$ cat config.mk
export PLATFORM = sky130hd
export DESIGN_NAME = bp_cfg_link_decoder
export DESIGN_NICKNAME = d
export VERILOG_FILES = /design/src/rtl/bp_cfg_link_decoder.sv
export SDC_FILE = /design/constraint.sdc
export NUM_CORES = 1
export LEC_CHECK = 0
export BUFFER_PORTS_ARGS = -buffer_cell sky130_fd_sc_hd__buf_2
export CAP_MARGIN = 10
export CORE_MARGIN = 4
export CORE_UTILIZATION = 25
export CTS_BUF_LIST = sky130_fd_sc_hd__clkbuf_4 sky130_fd_sc_hd__clkbuf_8
export CTS_CLUSTER_DIAMETER = 40
export DETAILED_ROUTE_END_ITERATION = 12
export PLACE_DENSITY = 0.57
export SYNTH_ARGS = -nofsm -noshare
export SYNTH_HDL_FRONTEND = slang
export SYNTH_SLANG_ARGS = --single-unit
$ cat constraint.sdc
create_clock -name clk_i -period 6.3 [get_ports clk_i]
set_input_delay 0.63 -clock clk_i [delete_from_list [all_inputs] [get_ports clk_i]]
set_output_delay 0.63 -clock clk_i [all_outputs]
set_load 0.02 [all_outputs]
$ cat src/rtl/bp_cfg_link_decoder.sv
// Config-link slave endpoint: decodes cfg requests into local tile registers and
// forwards IRF/CSR/ucode accesses downstream, returning one response per request.
module bp_cfg_link_decoder #(
    parameter int cfg_addr_width_p = 16,
    parameter int cfg_data_width_p = 64,
    parameter int vaddr_width_p    = 39,
    parameter int core_id_width_p  = 4,
    parameter int did_width_p      = 3,
    parameter int cord_width_p     = 8
) (
    input  logic                        clk_i,
    input  logic                        reset_n_i,

    input  logic                        req_v_i,
    output logic                        req_ready_o,
    input  logic                        req_w_i,
    input  logic [cfg_addr_width_p-1:0] req_addr_i,
    input  logic [cfg_data_width_p-1:0] req_data_i,

    output logic                        resp_v_o,
    input  logic                        resp_yumi_i,
    output logic [cfg_data_width_p-1:0] resp_data_o,
    output logic                        resp_err_o,

    output logic                        cfg_reset_o,
    output logic                        freeze_o,
    output logic [core_id_width_p-1:0]  core_id_o,
    output logic [did_width_p-1:0]      did_o,
    output logic [cord_width_p-1:0]     cord_o,
    output logic [1:0]                  icache_mode_o,
    output logic [vaddr_width_p-1:0]    npc_o,
    output logic                        npc_w_v_o,
    output logic [1:0]                  dcache_mode_o,
    output logic [1:0]                  priv_o,
    output logic                        cce_mode_o,

    output logic                        fwd_v_o,
    input  logic                        fwd_ready_i,
    output logic [1:0]                  fwd_tgt_o,
    output logic                        fwd_w_o,
    output logic [cfg_addr_width_p-1:0] fwd_addr_o,
    output logic [cfg_data_width_p-1:0] fwd_data_o,
    input  logic                        fwd_resp_v_i,
    input  logic [cfg_data_width_p-1:0] fwd_resp_data_i
);

    // state     | meaning
    // S_IDLE    | ready for a new request
    // S_FWD_REQ | forwarded request presented, waiting for fwd_ready_i
    // S_FWD_WAIT| forwarded request accepted, waiting for fwd_resp_v_i
    // S_RESP    | response presented, waiting for resp_yumi_i

    localparam int A = cfg_addr_width_p;
    localparam int D = cfg_data_width_p;

    localparam logic [A-1:0] ADDR_RESET   = A'(16'h0001);
    localparam logic [A-1:0] ADDR_FREEZE  = A'(16'h0002);
    localparam logic [A-1:0] ADDR_CORE_ID = A'(16'h0003);
    localparam logic [A-1:0] ADDR_DID     = A'(16'h0004);
    localparam logic [A-1:0] ADDR_CORD    = A'(16'h0005);
    localparam logic [A-1:0] ADDR_IC_ID   = A'(16'h0021);
    localparam logic [A-1:0] ADDR_IC_MODE = A'(16'h0022);
    localparam logic [A-1:0] ADDR_NPC     = A'(16'h0040);
    localparam logic [A-1:0] ADDR_DC_ID   = A'(16'h0041);
    localparam logic [A-1:0] ADDR_DC_MODE = A'(16'h0042);
    localparam logic [A-1:0] ADDR_PRIV    = A'(16'h0043);
    localparam logic [A-1:0] ADDR_CCE_ID  = A'(16'h0080);
    localparam logic [A-1:0] ADDR_CCE_MODE= A'(16'h0081);

    localparam logic [A-1:0] IRF_LO   = A'(16'h0050);
    localparam logic [A-1:0] IRF_HI   = A'(16'h006f);
    localparam logic [A-1:0] CSR_LO   = A'(16'h6000);
    localparam logic [A-1:0] CSR_HI   = A'(16'h6fff);
    localparam logic [A-1:0] UCODE_LO = A'(16'h8000);
    localparam logic [A-1:0] UCODE_HI = A'(16'h8fff);

    typedef enum logic [1:0] {
        S_IDLE     = 2'd0,
        S_FWD_REQ  = 2'd1,
        S_FWD_WAIT = 2'd2,
        S_RESP     = 2'd3
    } state_e;

    state_e state_q, state_d;

    logic                       ready_q;
    logic [D-1:0]               resp_data_q, resp_data_d;
    logic                       resp_err_q, resp_err_d;
    logic [1:0]                 fwd_tgt_q, fwd_tgt_d;
    logic                       fwd_w_q, fwd_w_d;
    logic [A-1:0]               fwd_addr_q, fwd_addr_d;
    logic [D-1:0]               fwd_data_q, fwd_data_d;

    logic                       cfg_reset_q;
    logic                       freeze_q;
    logic [core_id_width_p-1:0] core_id_q;
    logic [did_width_p-1:0]     did_q;
    logic [cord_width_p-1:0]    cord_q;
    logic [1:0]                 icache_mode_q;
    logic [vaddr_width_p-1:0]   npc_q;
    logic                       npc_w_v_q;
    logic [1:0]                 dcache_mode_q;
    logic [1:0]                 priv_q;
    logic                       cce_mode_q;

    logic                       accept;
    logic                       loc_hit;
    logic [D-1:0]               loc_rdata;
    logic                       fwd_hit;
    logic [1:0]                 fwd_tgt_dec;
    logic [A-1:0]               fwd_off_dec;

    assign accept = req_v_i && ready_q;

    // Local register map; the cache/CCE id aliases are read-only views of core_id.
    always_comb begin
        loc_hit   = 1'b1;
        loc_rdata = '0;
        case (req_addr_i)
            ADDR_RESET:    loc_rdata = D'(cfg_reset_q);
            ADDR_FREEZE:   loc_rdata = D'(freeze_q);
            ADDR_CORE_ID:  loc_rdata = D'(core_id_q);
            ADDR_DID:      loc_rdata = D'(did_q);
            ADDR_CORD:     loc_rdata = D'(cord_q);
            ADDR_IC_ID:    loc_rdata = D'(core_id_q);
            ADDR_IC_MODE:  loc_rdata = D'(icache_mode_q);
            ADDR_NPC:      loc_rdata = D'(npc_q);
            ADDR_DC_ID:    loc_rdata = D'(core_id_q);
            ADDR_DC_MODE:  loc_rdata = D'(dcache_mode_q);
            ADDR_PRIV:     loc_rdata = D'(priv_q);
            ADDR_CCE_ID:   loc_rdata = D'(core_id_q);
            ADDR_CCE_MODE: loc_rdata = D'(cce_mode_q);
            default:       loc_hit   = 1'b0;
        endcase
    end

    always_comb begin
        fwd_hit     = 1'b1;
        fwd_tgt_dec = 2'd0;
        fwd_off_dec = '0;
        if (req_addr_i >= IRF_LO && req_addr_i <= IRF_HI) begin
            fwd_tgt_dec = 2'd0;
            fwd_off_dec = req_addr_i - IRF_LO;
        end else if (req_addr_i >= CSR_LO && req_addr_i <= CSR_HI) begin
            fwd_tgt_dec = 2'd1;
            fwd_off_dec = req_addr_i - CSR_LO;
        end else if (req_addr_i >= UCODE_LO && req_addr_i <= UCODE_HI) begin
            fwd_tgt_dec = 2'd2;
            fwd_off_dec = req_addr_i - UCODE_LO;
        end else begin
            fwd_hit = 1'b0;
        end
    end

    always_comb begin
        state_d     = state_q;
        resp_data_d = resp_data_q;
        resp_err_d  = resp_err_q;
        fwd_tgt_d   = fwd_tgt_q;
        fwd_w_d     = fwd_w_q;
        fwd_addr_d  = fwd_addr_q;
        fwd_data_d  = fwd_data_q;
        case (state_q)
            S_IDLE: begin
                if (accept) begin
                    if (loc_hit) begin
                        resp_data_d = req_w_i ? '0 : loc_rdata;
                        resp_err_d  = 1'b0;
                        state_d     = S_RESP;
                    end else if (fwd_hit) begin
                        fwd_tgt_d   = fwd_tgt_dec;
                        fwd_w_d     = req_w_i;
                        fwd_addr_d  = fwd_off_dec;
                        fwd_data_d  = req_data_i;
                        state_d     = S_FWD_REQ;
                    end else begin
                        resp_data_d = '0;
                        resp_err_d  = 1'b1;
                        state_d     = S_RESP;
                    end
                end
            end
            S_FWD_REQ: begin
                // A downstream response in the handshake cycle skips the wait state.
                if (fwd_ready_i) begin
                    if (fwd_resp_v_i) begin
                        resp_data_d = fwd_w_q ? '0 : fwd_resp_data_i;
                        resp_err_d  = 1'b0;
                        state_d     = S_RESP;
                    end else begin
                        state_d     = S_FWD_WAIT;
                    end
                end
            end
            S_FWD_WAIT: begin
                if (fwd_resp_v_i) begin
                    resp_data_d = fwd_w_q ? '0 : fwd_resp_data_i;
                    resp_err_d  = 1'b0;
                    state_d     = S_RESP;
                end
            end
            S_RESP: begin
                if (resp_yumi_i) begin
                    state_d = S_IDLE;
                end
            end
            default: state_d = S_IDLE;
        endcase
    end

    always_ff @(posedge clk_i or negedge reset_n_i) begin
        if (!reset_n_i) begin
            state_q     <= S_IDLE;
            ready_q     <= 1'b0;
            resp_data_q <= '0;
            resp_err_q  <= 1'b0;
            fwd_tgt_q   <= 2'd0;
            fwd_w_q     <= 1'b0;
            fwd_addr_q  <= '0;
            fwd_data_q  <= '0;
        end else begin
            state_q     <= state_d;
            ready_q     <= (state_d == S_IDLE);
            resp_data_q <= resp_data_d;
            resp_err_q  <= resp_err_d;
            fwd_tgt_q   <= fwd_tgt_d;
            fwd_w_q     <= fwd_w_d;
            fwd_addr_q  <= fwd_addr_d;
            fwd_data_q  <= fwd_data_d;
        end
    end

    always_ff @(posedge clk_i or negedge reset_n_i) begin
        if (!reset_n_i) begin
            cfg_reset_q   <= 1'b1;
            freeze_q      <= 1'b1;
            core_id_q     <= '0;
            did_q         <= '0;
            cord_q        <= '0;
            icache_mode_q <= 2'b00;
            npc_q         <= '0;
            npc_w_v_q     <= 1'b0;
            dcache_mode_q <= 2'b00;
            priv_q        <= 2'b11;
            cce_mode_q    <= 1'b0;
        end else begin
            npc_w_v_q <= accept && req_w_i && (req_addr_i == ADDR_NPC);
            if (accept && req_w_i) begin
                case (req_addr_i)
                    ADDR_RESET:    cfg_reset_q   <= req_data_i[0];
                    ADDR_FREEZE:   freeze_q      <= req_data_i[0];
                    ADDR_CORE_ID:  core_id_q     <= req_data_i[core_id_width_p-1:0];
                    ADDR_DID:      did_q         <= req_data_i[did_width_p-1:0];
                    ADDR_CORD:     cord_q        <= req_data_i[cord_width_p-1:0];
                    ADDR_IC_MODE:  icache_mode_q <= req_data_i[1:0];
                    ADDR_NPC:      npc_q         <= req_data_i[vaddr_width_p-1:0];
                    ADDR_DC_MODE:  dcache_mode_q <= req_data_i[1:0];
                    ADDR_PRIV:     priv_q        <= req_data_i[1:0];
                    ADDR_CCE_MODE: cce_mode_q    <= req_data_i[0];
                    default: ;
                endcase
            end
        end
    end

    assign req_ready_o   = ready_q;
    assign resp_v_o      = (state_q == S_RESP);
    assign resp_data_o   = resp_data_q;
    assign resp_err_o    = resp_err_q;

    assign fwd_v_o       = (state_q == S_FWD_REQ);
    assign fwd_tgt_o     = fwd_tgt_q;
    assign fwd_w_o       = fwd_w_q;
    assign fwd_addr_o    = fwd_addr_q;
    assign fwd_data_o    = fwd_data_q;

    assign cfg_reset_o   = cfg_reset_q;
    assign freeze_o      = freeze_q;
    assign core_id_o     = core_id_q;
    assign did_o         = did_q;
    assign cord_o        = cord_q;
    assign icache_mode_o = icache_mode_q;
    assign npc_o         = npc_q;
    assign npc_w_v_o     = npc_w_v_q;
    assign dcache_mode_o = dcache_mode_q;
    assign priv_o        = priv_q;
    assign cce_mode_o    = cce_mode_q;

endmodule

==> flow_metrics.py <==
metrics = {
    "clocking": {
        "cts_made_buffers": 45,
        "cts_resized": 0,
        "numClockSinks": 215,
        "htree_levels": 2,
        "cts_tree": "done",
        "cts_buffer_depth": 3,
        "path_clk_slew_ns": 0.06,
        "postCtsSetupBuffers": 0,
        "worst_skew_pair.late_latency_ns": 0.58,
        "cts_root_buf": "clkbuf_8",
    },
    "timing": {
        "max_freq_mhz": 265.1,
        "setup_tns_ns": 0,
        "worst_slew_pin_slew_ns": 0.9071,
        "finalHoldViolCount": 0,
        "relSlewSlack": 0.3953,
        "fin_crit_ns": 3.772,
        "finalCritPeriodShare": 0.5987,
        "rsz0062_at_grt": "no",
        "worst_slack_ns": 2.528,
        "setup_viol": 0,
        "finalClockSkew_ns": 0.01993,
        "drv_slew": 0,
    },
    "critical_path": {
        "cp_slowest_cell": "o21ai_4",
        "critPathLaunchType": "input port",
        "worstPathCellList": "buf_2 -> inv_1 -> ha_1 -> nand3_1 -> o21ai_0 -> o211ai_1 -> nand2_1 -> a31oi_1 -> o21ai_4 -> buf_4 -> mux2_2",
        "arrival_ns": 4.23,
        "cp.required_ns": 6.76,
        "slowest_delay_ns": 0.70,
        "path_class": "in2reg",
        "cp-end-kind": "flop",
        "crit_buf_inv": 3,
        "cpLargestDelayFamily": "compound AO/OA/AOI/OAI gates",
        "crit_fanout": 28,
    },
    "grt": {
        "grt_antenna_before_repair": 0,
        "grt_max_degree": 150,
        "grt_overflow": 0,
        "grt_pass1_wl_um": 46550,
        "grt_pass1_vias": 7937,
        "grt_use_total": 0.1426,
    },
    "yosys": {
        "synth_edf_count": 0,
        "ys_ff_latch": 215,
        "ys_seq_area_frac": 0.5540,
        "synthTopCellsByArea": "dfrtp_1 (54%), mux2_2 (17%), a22o_1 (3.2%), mux2_4 (3.1%), mux2i_1 (3.1%)",
        "synthCells": 759,
        "yosys.area.top_type": "dfrtp_1",
        "async_reset_ff_frac": 1.000,
        "yosysTopAreaCellShare": 0.5432,
        "synth_area_per_cell_sq_um": 12.81,
        "synth_cell_type_count": 57,
        "ys_dominant_reg_cell": "dfrtp_1",
        "netlist_area_sq_mm": 0.009721,
        "ys.warnings.count": 0,
        "synth_fp_nets": 923,
    },
    "power_and_ir_drop": {
        "peakVddDrop_v": 0.0001978,
        "power.leakage_uw": 0.007018,
        "p_per_area_mw_per_mm2": 449.5,
    },
    "finish": {
        "drive_above_1_share": 0.5436,
        "syn_to_final_growth_pct": 34.29,
        "num-nets-final": 1300,
    },
    "detailed_routing": {
        "via_count": 7508,
        "wirelength_um": 31130,
        "ant_nets": 0,
        "viasPerCell": 4.464,
        "first_pass_iters": 4,
        "drtIter0Drc": 349,
        "route.detailed.drc": 0,
        "wl_per_cell_um": 18.51,
    },
    "run_status": {
        "status": "finished, final reports clean",
    },
    "floorplanning": {
        "start_util": 0.2557,
        "die_area_sq_mm": 0.04210,
        "die_h_um": 205.2,
        "coreArea_sq_mm": 0.03802,
        "die_w_um": 205.2,
        "num_rows": 71,
        "io_pins": 366,
    },
    "place": {
        "dp_worst_setup_slack_ns": 1.941,
        "portBuffers": 365,
        "place.gp.congestion": 0.8593,
        "dp_hpwl_um": 22520,
    },
    "hold_path": {
        "hp-class": "in2reg",
    },
    "flow_run": {
        "cap_violations": 0,
    },
}
[state kept, by name, summed over array words and instances, names as in the netlist, 3 cells and up]
register and count:
npc_o 39, cord_o 8, fwd_data_o 64, did_o 3
core_id_o 4, resp_data_o 64, fwd_addr_o 16
[cell type report]
| cell class | count | area (sq um) |
|---|---|---|
| clock inverters | 19 | 215.2 |
| flip-flops and latches | 215 | 5385 |
| diodes | 1 | 2.502 |
| clock buffers | 62 | 784.5 |
| fillers | 3912 | 24970 |
| multi-input cells | 461 | 3961 |
| well taps | 511 | 639.4 |
| repair buffers | 374 | 1919 |
| inverters | 39 | 146.4 |
[layer usage]
metal  global-route usage  share of wire
met1               0.1717           0.40
met2               0.2300           0.48
met3              0.04507          0.073
met4              0.07249          0.048
met5                    0              0
[kinds of logic after synthesis]
| logic type | synth area share |
|---|---|
| mux | 0.2344 |
| simple gates | 0.07672 |
| xor+xnor | 0.0009012 |
| fa+ha+maj | 0.01673 |
| compound gates | 0.07595 |
| flops | 0.5540 |
| buf+inv | 0.04132 |
[worst paths after layout]
| kind | start | to | slack [ns] | cells after the start |
|---|---|---|---|---|
| setup / recovery | req_addr_i[4] | resp_data_o[3]$_DFFE_PN0P_ | 2.53 | 11 |
| hold / removal | req_data_i[51] | fwd_data_o[51]$_DFFE_PN0P_ | 0.27 | 2 |
| setup reg to reg | state_q[1]$_DFF_PN0_ | resp_data_o[7]$_DFFE_PN0P_ | 3.56 | 7 |
| hold reg to reg | fwd_addr_o[10]$_DFFE_PN0P_ | fwd_addr_o[10]$_DFFE_PN0P_ | 0.48 | 2 |
| max in group asynchronous | reset_n_i | fwd_data_o[53]$_DFFE_PN0P_ | 4.41 | 3 |
| min in group asynchronous | reset_n_i | fwd_addr_o[1]$_DFFE_PN0P_ | 0.60 | 2 |
[worst reg2reg max path: stages (launching register included)]
cell     delay (ns)
dfrtp_1        0.39
inv_1          0.11
ha_1           0.45
nor2b_4        0.75
buf_4          0.52
nand2_1        0.19
o21ai_0        0.10
mux2_2         0.16
[layout by cell type (no fill, tap or decap), types with 20 or more instances in the layout]
master,n
nand2_1,71
mux2_4,20
inv_1,39
a22o_1,35
mux2i_1,30
o21ai_0,31
dfrtp_1,211
mux2_2,146
clkbuf_8,51
buf_2,364
[stage by stage]
step,power [uW],hold slack (ns),cell area [sq um],std cells,util
after detailed placement,4313,0.4698,12040,1599,0.3167
after global placement,4266,0.4618,12040,1599,0.3167
after CTS,5994,0.2025,13050,1681,0.3433
after floorplan,3574,0.3344,9721,759,-
after global routing,6231,0.2180,13050,1681,0.3433
final,5868,0.2712,13050,1682,0.3433
[power by group]
group	internal, uW	switching [uW]	total, uW	leakage, uW
clock	976	653	1630	0.000502
sequential	1760	185	1950	0.00286
combinational	955	1330	2290	0.00365
[what timing repair did]
item                                   4_1_cts  5_1_grt
setup endpoints to repair                    0        0
endpoints found under the hold margin       34        0
hold buffers                                 1        0
[synthesized netlist by cell type, types with 4 or more instances]
cell type  count
inv_1         39
a31oi_1        4
a21oi_1       11
o21ai_0       31
nand2_1       72
and4_1         6
a22oi_1        4
mux2_4        20
mux2_2       146
clkbuf_1      20
nor2_1        18
ha_1          13
dfstp_2        4
a22o_1        35
nand4_1        8
and3_1         9
buf_2         16
dfrtp_1      211
mux2i_1       30
nand3_1        8
No activity file was read; power rests on OpenSTA's default activity.
